--- config.mk ---
export PLATFORM = sky130hd
export DESIGN_NAME = phase_sequencer
export DESIGN_NICKNAME = d
export VERILOG_FILES = /design/src/rtl/phase_sequencer.sv
export SDC_FILE = /design/constraint.sdc
export NUM_CORES = 1
export LEC_CHECK = 0
export CORE_MARGIN = 2
export CORE_UTILIZATION = 33
export CTS_CLUSTER_DIAMETER = 60
export DETAILED_ROUTE_END_ITERATION = 12
export GPL_TIMING_DRIVEN = 1
export PLACE_DENSITY = 0.88
export SLEW_MARGIN = 30
export SYNTH_ARGS = -nofsm -noshare
export SYNTH_HDL_FRONTEND = slang
export SYNTH_SLANG_ARGS = --single-unit
export TNS_END_PERCENT = 100
--- constraint.sdc ---
create_clock -name i_clk -period 4.75 [get_ports i_clk]
set_clock_uncertainty 0.05 [all_clocks]
set_input_delay 0.95 -clock i_clk [delete_from_list [all_inputs] [get_ports i_clk]]
set_output_delay 0.95 -clock i_clk [all_outputs]
set_load 0.01 [all_outputs]
--- src/rtl/phase_sequencer.sv ---
// Instruction phase sequencer: IDLE/RUN/STEP FSM walking a one-hot stage through NUM_STAGES phases.
// Optional performance counters are built only when SEQ_PERF_CNT_EN is defined.
module phase_sequencer #(
   parameter int NUM_STAGES = 4,
   parameter int CNT_W      = 32,
   parameter int IDX_W      = $clog2(NUM_STAGES)
) (
   input  logic                  i_clk,
   input  logic                  i_reset_n,
   input  logic                  i_run,
   input  logic                  i_step,
   input  logic                  i_stall,
   input  logic                  i_flush,
   output logic [NUM_STAGES-1:0] o_stage_act,
   output logic [NUM_STAGES-1:0] o_stage_en,
   output logic [IDX_W-1:0]      o_stage_idx,
   output logic                  o_retire,
   output logic                  o_busy,
   output logic                  o_halted,
   output logic [CNT_W-1:0]      o_retire_cnt,
   output logic [CNT_W-1:0]      o_stall_cnt,
   output logic [1:0]            o_fsm_state
);

   // Handshake: a stage commits in any busy cycle with i_stall=0 and i_flush=0;
   // i_flush wins over i_stall and over the last-stage commit.
   typedef enum logic [1:0] {
      ST_IDLE = 2'd0,
      ST_RUN  = 2'd1,
      ST_STEP = 2'd2
   } state_t;

   localparam logic [IDX_W-1:0] LAST_IDX = IDX_W'(NUM_STAGES - 1);

   state_t            state_q, state_d;
   logic [IDX_W-1:0]  idx_q, idx_d;
   logic              busy;
   logic              commit;
   logic              last_commit;
   logic [NUM_STAGES-1:0] act;

   assign busy        = (state_q != ST_IDLE);
   assign commit      = busy & ~i_stall & ~i_flush;
   assign last_commit = commit & (idx_q == LAST_IDX);

   always_ff @(posedge i_clk or negedge i_reset_n) begin
      if (!i_reset_n) begin
         state_q <= ST_IDLE;
         idx_q   <= '0;
      end else begin
         state_q <= state_d;
         idx_q   <= idx_d;
      end
   end

   always_comb begin
      state_d = state_q;
      idx_d   = idx_q;
      case (state_q)
         ST_IDLE: begin
            idx_d = '0;
            if (i_run)       state_d = ST_RUN;
            else if (i_step) state_d = ST_STEP;
         end
         ST_RUN, ST_STEP: begin
            // Flush and retire share the same exit rule: only RUN with i_run held keeps going.
            if (i_flush) begin
               idx_d   = '0;
               state_d = (state_q == ST_RUN && i_run) ? ST_RUN : ST_IDLE;
            end else if (!i_stall) begin
               if (idx_q == LAST_IDX) begin
                  idx_d   = '0;
                  state_d = (state_q == ST_RUN && i_run) ? ST_RUN : ST_IDLE;
               end else begin
                  idx_d = idx_q + IDX_W'(1);
               end
            end
         end
         default: begin
            state_d = ST_IDLE;
            idx_d   = '0;
         end
      endcase
   end

   always_comb begin
      act         = busy ? (NUM_STAGES'(1) << idx_q) : '0;
      o_stage_act = act;
      o_stage_en  = act & ~{NUM_STAGES{i_stall}} & ~{NUM_STAGES{i_flush}};
      o_stage_idx = idx_q;
      o_retire    = last_commit;
      o_busy      = busy;
      o_halted    = ~busy;
      o_fsm_state = state_q;
   end

`ifdef SEQ_PERF_CNT_EN
   logic [CNT_W-1:0] retire_cnt_q;
   logic [CNT_W-1:0] stall_cnt_q;

   // Retire count wraps; stall count saturates so long stalls never read as short ones.
   always_ff @(posedge i_clk or negedge i_reset_n) begin
      if (!i_reset_n) begin
         retire_cnt_q <= '0;
         stall_cnt_q  <= '0;
      end else begin
         if (last_commit)
            retire_cnt_q <= retire_cnt_q + CNT_W'(1);
         if (busy && i_stall && !i_flush && (stall_cnt_q != '1))
            stall_cnt_q <= stall_cnt_q + CNT_W'(1);
      end
   end

   assign o_retire_cnt = retire_cnt_q;
   assign o_stall_cnt  = stall_cnt_q;
`else
   assign o_retire_cnt = '0;
   assign o_stall_cnt  = '0;
`endif

endmodule

# Word level (Yosys, flattened, before mapping)
# Index checks and enable logic that the tools add are counted.
[word_totals]
in_bits = 6
output_inout_bits = 79
elab_cells = 37
regBits = 4
[op_classes]
shifts = 1
bitwise_logic = 10
reduce_logical = 5
mux = 12
n_eq_ne = 6
n_addsub = 1
[op_table]
columns = ["operator", "count"]
rows = [
  ["$mux 2", 9],
  ["$ne 3x3->1 const B", 3],
  ["$and 4x4->4", 2],
  ["$not 4->4", 2],
  ["$eq 2x2->1 const B", 2],
  ["$mux 4", 1],
  ["$pmux 2 s2", 1],
  ["$shl 1x2->4 const A", 1],
  ["$and 1x1->1", 3],
  ["$not 1->1", 3],
  ["$reduce_and 3->1", 1],
  ["$add 2x1->2 const B", 1],
  ["$eq 2x1->1 const B", 1],
  ["$logic_not 2->1", 1],
  ["$reduce_bool 2->1", 1],
  ["$reduce_or 2->1", 1],
  ["$logic_and 1x1->1", 1],
  ["$mux 1", 1],
]

# Longest topological paths before layout
# Gate-level depths: netlist of run 1.
[logic_depth]
ltp_word = 7
depth_mapped = 5
mapped_depth_nobuf = 5

# Worst setup path after synthesis of run 1
# Ideal clock, no wire load.
[synth_path]
path_kind = "input to output"
from = "input i_stall"
to = "output o_retire"
slack_ps = 2328
required_ps = 3750
path_buffers = 1
path_stages = 2
arrival_time_ps = 1422
cell_sequence = "buf_4 -> nor3b_1"
[synth_between]
elab_chain_cells = 4
[synth_rtl]
columns = ["item", "line", "source"]
rows = [
  ["start: declaration", "12", "input logic i_stall,"],
  ["$not 1->1", "43", "assign commit = busy & ~i_stall & ~i_flush;"],
  ["$and 1x1->1 (2 in a row)", "43", ""],
  ["$and 1x1->1", "44", "assign last_commit = commit & (idx_q == LAST_IDX);"],
  ["end: declaration", "17", "output logic o_retire,"],
]
# Every way passes these cells.

# Worst setup path in the final report of run 1
[layout_path]
from = "input i_stall"
to = "output o_stage_en[2]"
[layout_between]
elab_chain_cells = 3
[layout_rtl]
columns = ["item", "line", "source"]
rows = [
  ["$not 4->4", "89", "o_stage_en = act & ~{NUM_STAGES{i_stall}} & ~{NUM_STAGES{i_flush}};"],
  ["$and 4x4->4 (2 in a row)", "89", ""],
  ["end: declaration", "15", "output logic [NUM_STAGES-1:0] o_stage_en,"],
]
# Every way passes these cells.

==> results.txt, run 1 <==
----------------------------------------------------
[Yosys]
  Most numerous cell in the Yosys netlist ... sky130_fd_sc_hd__buf_4
  Primary flip-flop cell chosen by synthesis mapping ... sky130_fd_sc_hd__dfrtp_1
  Portion of synthesized cell area occupied by the leading cell type ... 54.6%
  Flop and latch count out of synthesis ... 4
  Cells taking the most area after synthesis ... sky130_fd_sc_hd__buf_4 (55%), sky130_fd_sc_hd__dfrtp_1 (11%), sky130_fd_sc_hd__ha_1 (11%)
  Number of library cell types mapped by synthesis ... 17
  Syn Area/Cell ... 8.20 um2
  YS warnings ... 0
  Share of synthesized area occupied by flip-flops and latches ... 11.2%
  Leading post-synthesis cells by instance count ... sky130_fd_sc_hd__buf_4 (65), sky130_fd_sc_hd__ha_1 (8), sky130_fd_sc_hd__inv_1 (6)
  Number of enable-type register cells in the synthesized netlist ... 0
  Fraction of synthesis flops using an asynchronous set or reset pin ... 100%
  Top cell type by total area after synthesis ... sky130_fd_sc_hd__buf_4
  Cells after synthesis ... 109
  Syn Std Cell Area ... 893 um2

[Drt]
  Total Wirelength ... 1280 um
  Detailed-route DRC error count ... 0
  Detailed Routing Iterations Pass 1 ... 2
  Count of antenna-violating nets left after detailed routing ... 0
  Average via count per standard cell ... 3.37
  Detailed Route Iter0 Violations ... 4
  Routed via count ... 539
  WL/cell ... 7.97 um

[Clocking]
  CTS clock-pin slew for the worst setup and hold paths ... 0.04 ns
  Clock insertion delay at the later pin of the skew report ... 0.23 ns
  TritonCTS clock tree ... yes
  Hold_buf cts ... 0
  Number of setup buffers added after CTS ... 0
  H-tree lvl count ... 1
  Clock tree root buffer cell ... sky130_fd_sc_hd__clkbuf_4
  Number of buffers inserted during clock tree synthesis ... 3
  Maximum buffer depth of the clock tree ... 2
  Number of clock sinks ... 4
  Resized Gates After CTS ... 0

[Placed design]
  DP Cell Count ... 157
  Final weighted congestion of routability-driven global placement ... 0.711
  Port Buffer Count ... 20
  Final HPWL from detailed placement ... 1120 um

[Pwr]
  Leakage power figure ... 0.485 nW
  Maximum VDD drop ... 0.000134 V
  P per Cell Area ... 321 nW/um2

[Global routing]
  Global-route wire length before repair ... 1810 um
  Number of antenna violations at the first check in global routing ... 0
  Total routing resource utilization after global routing ... 7.55%
  Largest net degree at the start of global routing ... 10
  Overflow after GRT ... 0
  Via count of the first global-routing pass ... 411

[STA]
  RSZ-0062 raised after global routing ... no
  Final worst-path cycle share ... 71.1%
  Number of hold-slack violations in the final timing report ... 0
  Final count of pins violating max slew ... 0
  Final total negative setup slack ... 0 ns
  Upper clock frequency limit ... 296 MHz
  Fin crit period ... 3.38 ns
  Endpoints failing setup ... 0

[Flow run]
  Total of max-cap violations ... 0

[Outcome]
  Result of the run ... completed

[Floorplanning]
  Placement Rows ... 18
  Overall die area ... 3140 um2
  Floorplan core area ... 2520 um2
  X dimension of the die ... 56.0 um
  Top-Level Pins ... 85
  Starting Density ... 35.4%
  Die Height ... 56.0 um

[Setup path]
  Critical path start-end classification ... input port to output port
  Startpoint Class ... input port
  Worst path required time ... 3.75 ns
  Launch point of the critical path ... i_stall
  Worst-path maximum fanout ... 9
  WP data arrival ... 2.38 ns
  Critical Path Sink Type ... output port
  Origin of the critical flop-to-flop path ... o_fsm_state[1]

[Layout]
  Share of post-route cells with drive strength above 1 ... 3.85%
  Number of diodes ... 0
  Area added between synthesis and finish ... 0.980%
  Non-Filler Instances ... 160
  NumNets Final ... 146

[Hold path]
  Worst min-delay path startpoint ... o_stage_idx[0]
  Class of the worst hold path ... flop to flop

----------------------------------------------------
stage by stage:
step	hold slack, ns	util (%)	instance area, um2	setup slack [ns]	power, W
CTS	0.604	35.8	902	1.35	0.000296
floorplan	0.571	-	1130	2.33	0.000209
detailed placement	0.595	34.9	880	1.35	0.000251
global placement	0.568	34.9	880	1.32	0.000247
global route	0.657	35.8	902	1.22	0.000317
finish	0.593	35.8	902	1.37	0.000289
placed cells by master (no fill, tap or decap):
cell / Yosys / layout
sky130_fd_sc_hd__o22ai_1: 1 / 1
sky130_fd_sc_hd__or3_1: 2 / 2
sky130_fd_sc_hd__a21oi_1: 1 / 1
sky130_fd_sc_hd__ha_1: 8 / 8
sky130_fd_sc_hd__nor3_1: 3 / 3
sky130_fd_sc_hd__nor3b_1: 5 / 5
sky130_fd_sc_hd__clkbuf_4: 0 / 3
sky130_fd_sc_hd__nor2b_1: 4 / 4
sky130_fd_sc_hd__clkdlybuf4s50_1: 0 / 20
sky130_fd_sc_hd__mux2i_1: 2 / 2
sky130_fd_sc_hd__dfrtp_1: 4 / 4
sky130_fd_sc_hd__o2111a_1: 1 / 1
sky130_fd_sc_hd__nor2b_4: 1 / 1
sky130_fd_sc_hd__nand2b_4: 1 / 1
sky130_fd_sc_hd__inv_1: 6 / 6
sky130_fd_sc_hd__nor2_1: 3 / 3
sky130_fd_sc_hd__or2b_1: 1 / 1
sky130_fd_sc_hd__conb_1: 1 / 64
power by group:
part | total, W | leakage [nW] | internal [W] | switching [W]
registers | 0.0000540 | 0.0532 | 0.0000440 | 0.0000100
logic | 0.000194 | 0.418 | 0.0000919 | 0.000102
clock network | 0.0000413 | 0.0138 | 0.0000282 | 0.0000131
cells by family (layout without fill, tap and decap cells):
family,count (synthesis),after routing,synth area share (%)
buf+inv,71,29,57.1
other cells,1,64,0.420
compound gates,3,3,2.52
fa+ha+maj,8,8,11.2
mux,2,2,2.24
simple gates,20,20,15.3
flops,4,4,11.2
final timing paths:
path / endpoint / slack [ns] / cells past startpoint
max: o_stage_en[2] / 1.37 / 3
min: o_stage_idx[0] / 0.59 / 2
max reg2reg: o_fsm_state[1] / 3.04 / 5
min reg2reg: o_stage_idx[0] / 0.59 / 2
max in group asynchronous: o_fsm_state[0] / 3.63 / 1
min in group asynchronous: o_stage_idx[1] / 0.86 / 1
flip-flops by register name, summed over array words and instances, names as in the netlist:
| signal | cells |
|---|---|
| o_stage_idx | 2 |
| o_fsm_state | 2 |
layout make-up:
class	count	area, um2
Tap cell	30	37.5
Sequential cell	4	100
Clock buffer	3	22.5
Fill cell	280	1620
Multi-Input combinational cell	97	519
Inverter	6	22.5
Timing Repair Buffer	20	200
routing by layer:
| layer | global-route usage (%) | wire length, um | up-vias |
|---|---|---|---|
| met2 | 12.6 | 651 | 46 |
| met1 | 8.08 | 452 | 238 |
| met3 | 2.33 | 163 | 2 |
| met5 | 0 | 0 | - |
| li1 | - | - | 253 |
| met4 | 5.10 | 7 | 0 |
critical path: stages:
cell and delay [ns]:
sky130_fd_sc_hd__clkdlybuf4s50_1 0.58, sky130_fd_sc_hd__nor3b_1 0.27, sky130_fd_sc_hd__clkdlybuf4s50_1 0.57
Power figures use the tool's default switching activity.
==> run 2, diff against run 1 <==
- CORE_UTILIZATION: 33 -> 30
- PLACE_DENSITY: 0.88 -> 0.81
- clock period: 4.75 -> 3.4 ns (I/O delays scaled with it)
==> run 2 against run 1 <==
Net effect: clock power is 43% higher; via count is 1.1% lower; register-to-register slack worse by 1.4 ns; power is 42% higher; final area is 0.14% higher; critical path depth stayed put; critical path type unchanged.
==> results.txt, run 2 (synthesized netlist as in run 1, its figures left out) <==
----------------------------------------------------
[Clocking]
  CTS clock-pin slew for the worst setup and hold paths ... 0.04 ns
  Clock tree root buffer cell ... sky130_fd_sc_hd__clkbuf_4
  TritonCTS clock tree ... yes
  Number of buffers inserted during clock tree synthesis ... 3
  Number of clock sinks ... 4
  H-tree lvl count ... 1
  Maximum buffer depth of the clock tree ... 2
  Hold_buf cts ... 0
  Number of setup buffers added after CTS ... 0
  Clock insertion delay at the later pin of the skew report ... 0.24 ns
  Resized Gates After CTS ... 0

[Placed design]
  Port Buffer Count ... 20
  Final weighted congestion of routability-driven global placement ... 0.783
  Final HPWL from detailed placement ... 1190 um

[STA]
  Endpoints failing setup ... 0
  Number of hold-slack violations in the final timing report ... 0
  RSZ-0062 raised after global routing ... no
  Worst hold margin ... 0.587 ns
  Final total negative setup slack ... 0 ns
  Fin crit period ... 2.84 ns
  Final count of pins violating max slew ... 0
  Final worst-path cycle share ... 83.4%
  Upper clock frequency limit ... 353 MHz

[Layout]
  Commonest non-fill, non-tap cell in the layout ... sky130_fd_sc_hd__conb_1
  Highest-count cells in the layout ignoring fill and taps ... sky130_fd_sc_hd__conb_1 (64), sky130_fd_sc_hd__clkdlybuf4s50_1 (20), sky130_fd_sc_hd__ha_1 (8), sky130_fd_sc_hd__inv_1 (6), sky130_fd_sc_hd__nor3b_1 (5)
  NumNets Final ... 146
  Area added between synthesis and finish ... 1.12%
  Sequential cell area ... 100 um2
  Share of post-route cells with drive strength above 1 ... 3.85%
  Filler cell count in the final layout ... 306
  Number of diodes ... 0
  Multi-input gate area ... 519 um2

[Setup path]
  Critical Path Sink Type ... output port
  R2r setup slk ... 1.69 ns
  Critical path start-end classification ... input port to output port
  Worst path required time ... 2.67 ns
  Worst-path maximum fanout ... 9
  WP data arrival ... 2.11 ns
  Startpoint Class ... input port
  Most used cell along the critical path ... sky130_fd_sc_hd__clkdlybuf4s50_1
  Cell chain of the critical path ... clkdlybuf4s50_1 > nor3b_1 > clkdlybuf4s50_1
  Highest cell delay on the worst timing path ... 0.59 ns
  Number of cell instances on the worst register-to-register path ... 5
  Slowest library cell on the worst path ... sky130_fd_sc_hd__clkdlybuf4s50_1

[Global routing]
  Largest net degree at the start of global routing ... 10
  Total routing resource utilization after global routing ... 6.79%
  Overflow after GRT ... 0
  Number of antenna violations at the first check in global routing ... 0
  Via count of the first global-routing pass ... 382
  Global-route wire length before repair ... 1700 um

[Drt]
  Total Wirelength ... 1320 um
  Detailed Routing Iterations Pass 1 ... 2
  Detailed Route Iter0 Violations ... 3
  Routed via count ... 533
  Count of antenna-violating nets left after detailed routing ... 0
  Average via count per standard cell ... 3.31
  Detailed-route DRC error count ... 0
  WL/cell ... 8.19 um

[Floorplanning]
  X dimension of the die ... 58.6 um
  Floorplan core area ... 2780 um2
  Die Height ... 58.6 um
  Overall die area ... 3430 um2
  Top-Level Pins ... 85
  Placement Rows ... 19
  Starting Density ... 32.1%

[Pwr]
  P per Cell Area ... 454 nW/um2
  Leakage power figure ... 0.485 nW
  Maximum VDD drop ... 0.000284 V

[Hold path]
  Class of the worst hold path ... flop to flop
  Hold Path Cell Cnt ... 2

[Outcome]
  Result of the run ... completed

[Flow run]
  Total of max-cap violations ... 0

----------------------------------------------------
==> run 2: final timing paths <==
path                                start        endpoint
max                               i_stall        o_retire
max reg2reg                o_fsm_state[1]  o_fsm_state[1]
min in group asynchronous       i_reset_n  o_fsm_state[1]
max in group asynchronous       i_reset_n  o_fsm_state[0]
min                        o_stage_idx[1]  o_stage_idx[1]
min reg2reg                o_stage_idx[1]  o_stage_idx[1]
==> run 2: metrics by stage <==
stage	setup WS [ns]	util, %	cell area, um2	cells	power (W)
final	0.565	32.5	903	161	0.000410
after detailed placement	0.558	31.7	881	158	0.000355
after CTS	0.557	32.5	903	161	0.000418
after global placement	0.567	31.7	881	158	0.000347
after global routing	0.474	32.5	903	161	0.000447
after floorplan	1.28	-	1130	172	0.000293
==> run 2: layer usage <==
metal  vias up  GRT usage (%)  share of wire (%)
met5         -              0                  0
met4         0           3.90                1.2
met3         2           2.20                 13
met2        44           12.4                 52
met1       228           6.69                 34
li1        259              -                  -
==> run 2: cell type report <==
type                            count  share of cell area (%)
Clock buffer                        3                    2.49
Inverter                            6                    2.49
Multi-Input combinational cell     97                    57.5
Sequential cell                     4                    11.1
Tap cell                           31                    4.29
Timing Repair Buffer               20                    22.2
==> run 2: power breakdown <==
| group | switching, W | total (W) | internal (W) |
|---|---|---|---|
| registers | 0.0000147 | 0.0000761 | 0.0000614 |
| clock network | 0.0000197 | 0.0000592 | 0.0000395 |
| logic | 0.000146 | 0.000275 | 0.000129 |
| total | 0.000180 | 0.000410 | 0.000230 |
==> run 2: worst max-delay path: cells and delay by family <==
kind | cells | cell delay, ns
and+or+nand+nor | 1 | 0.27
buffers and inverters | 2 | 1.16
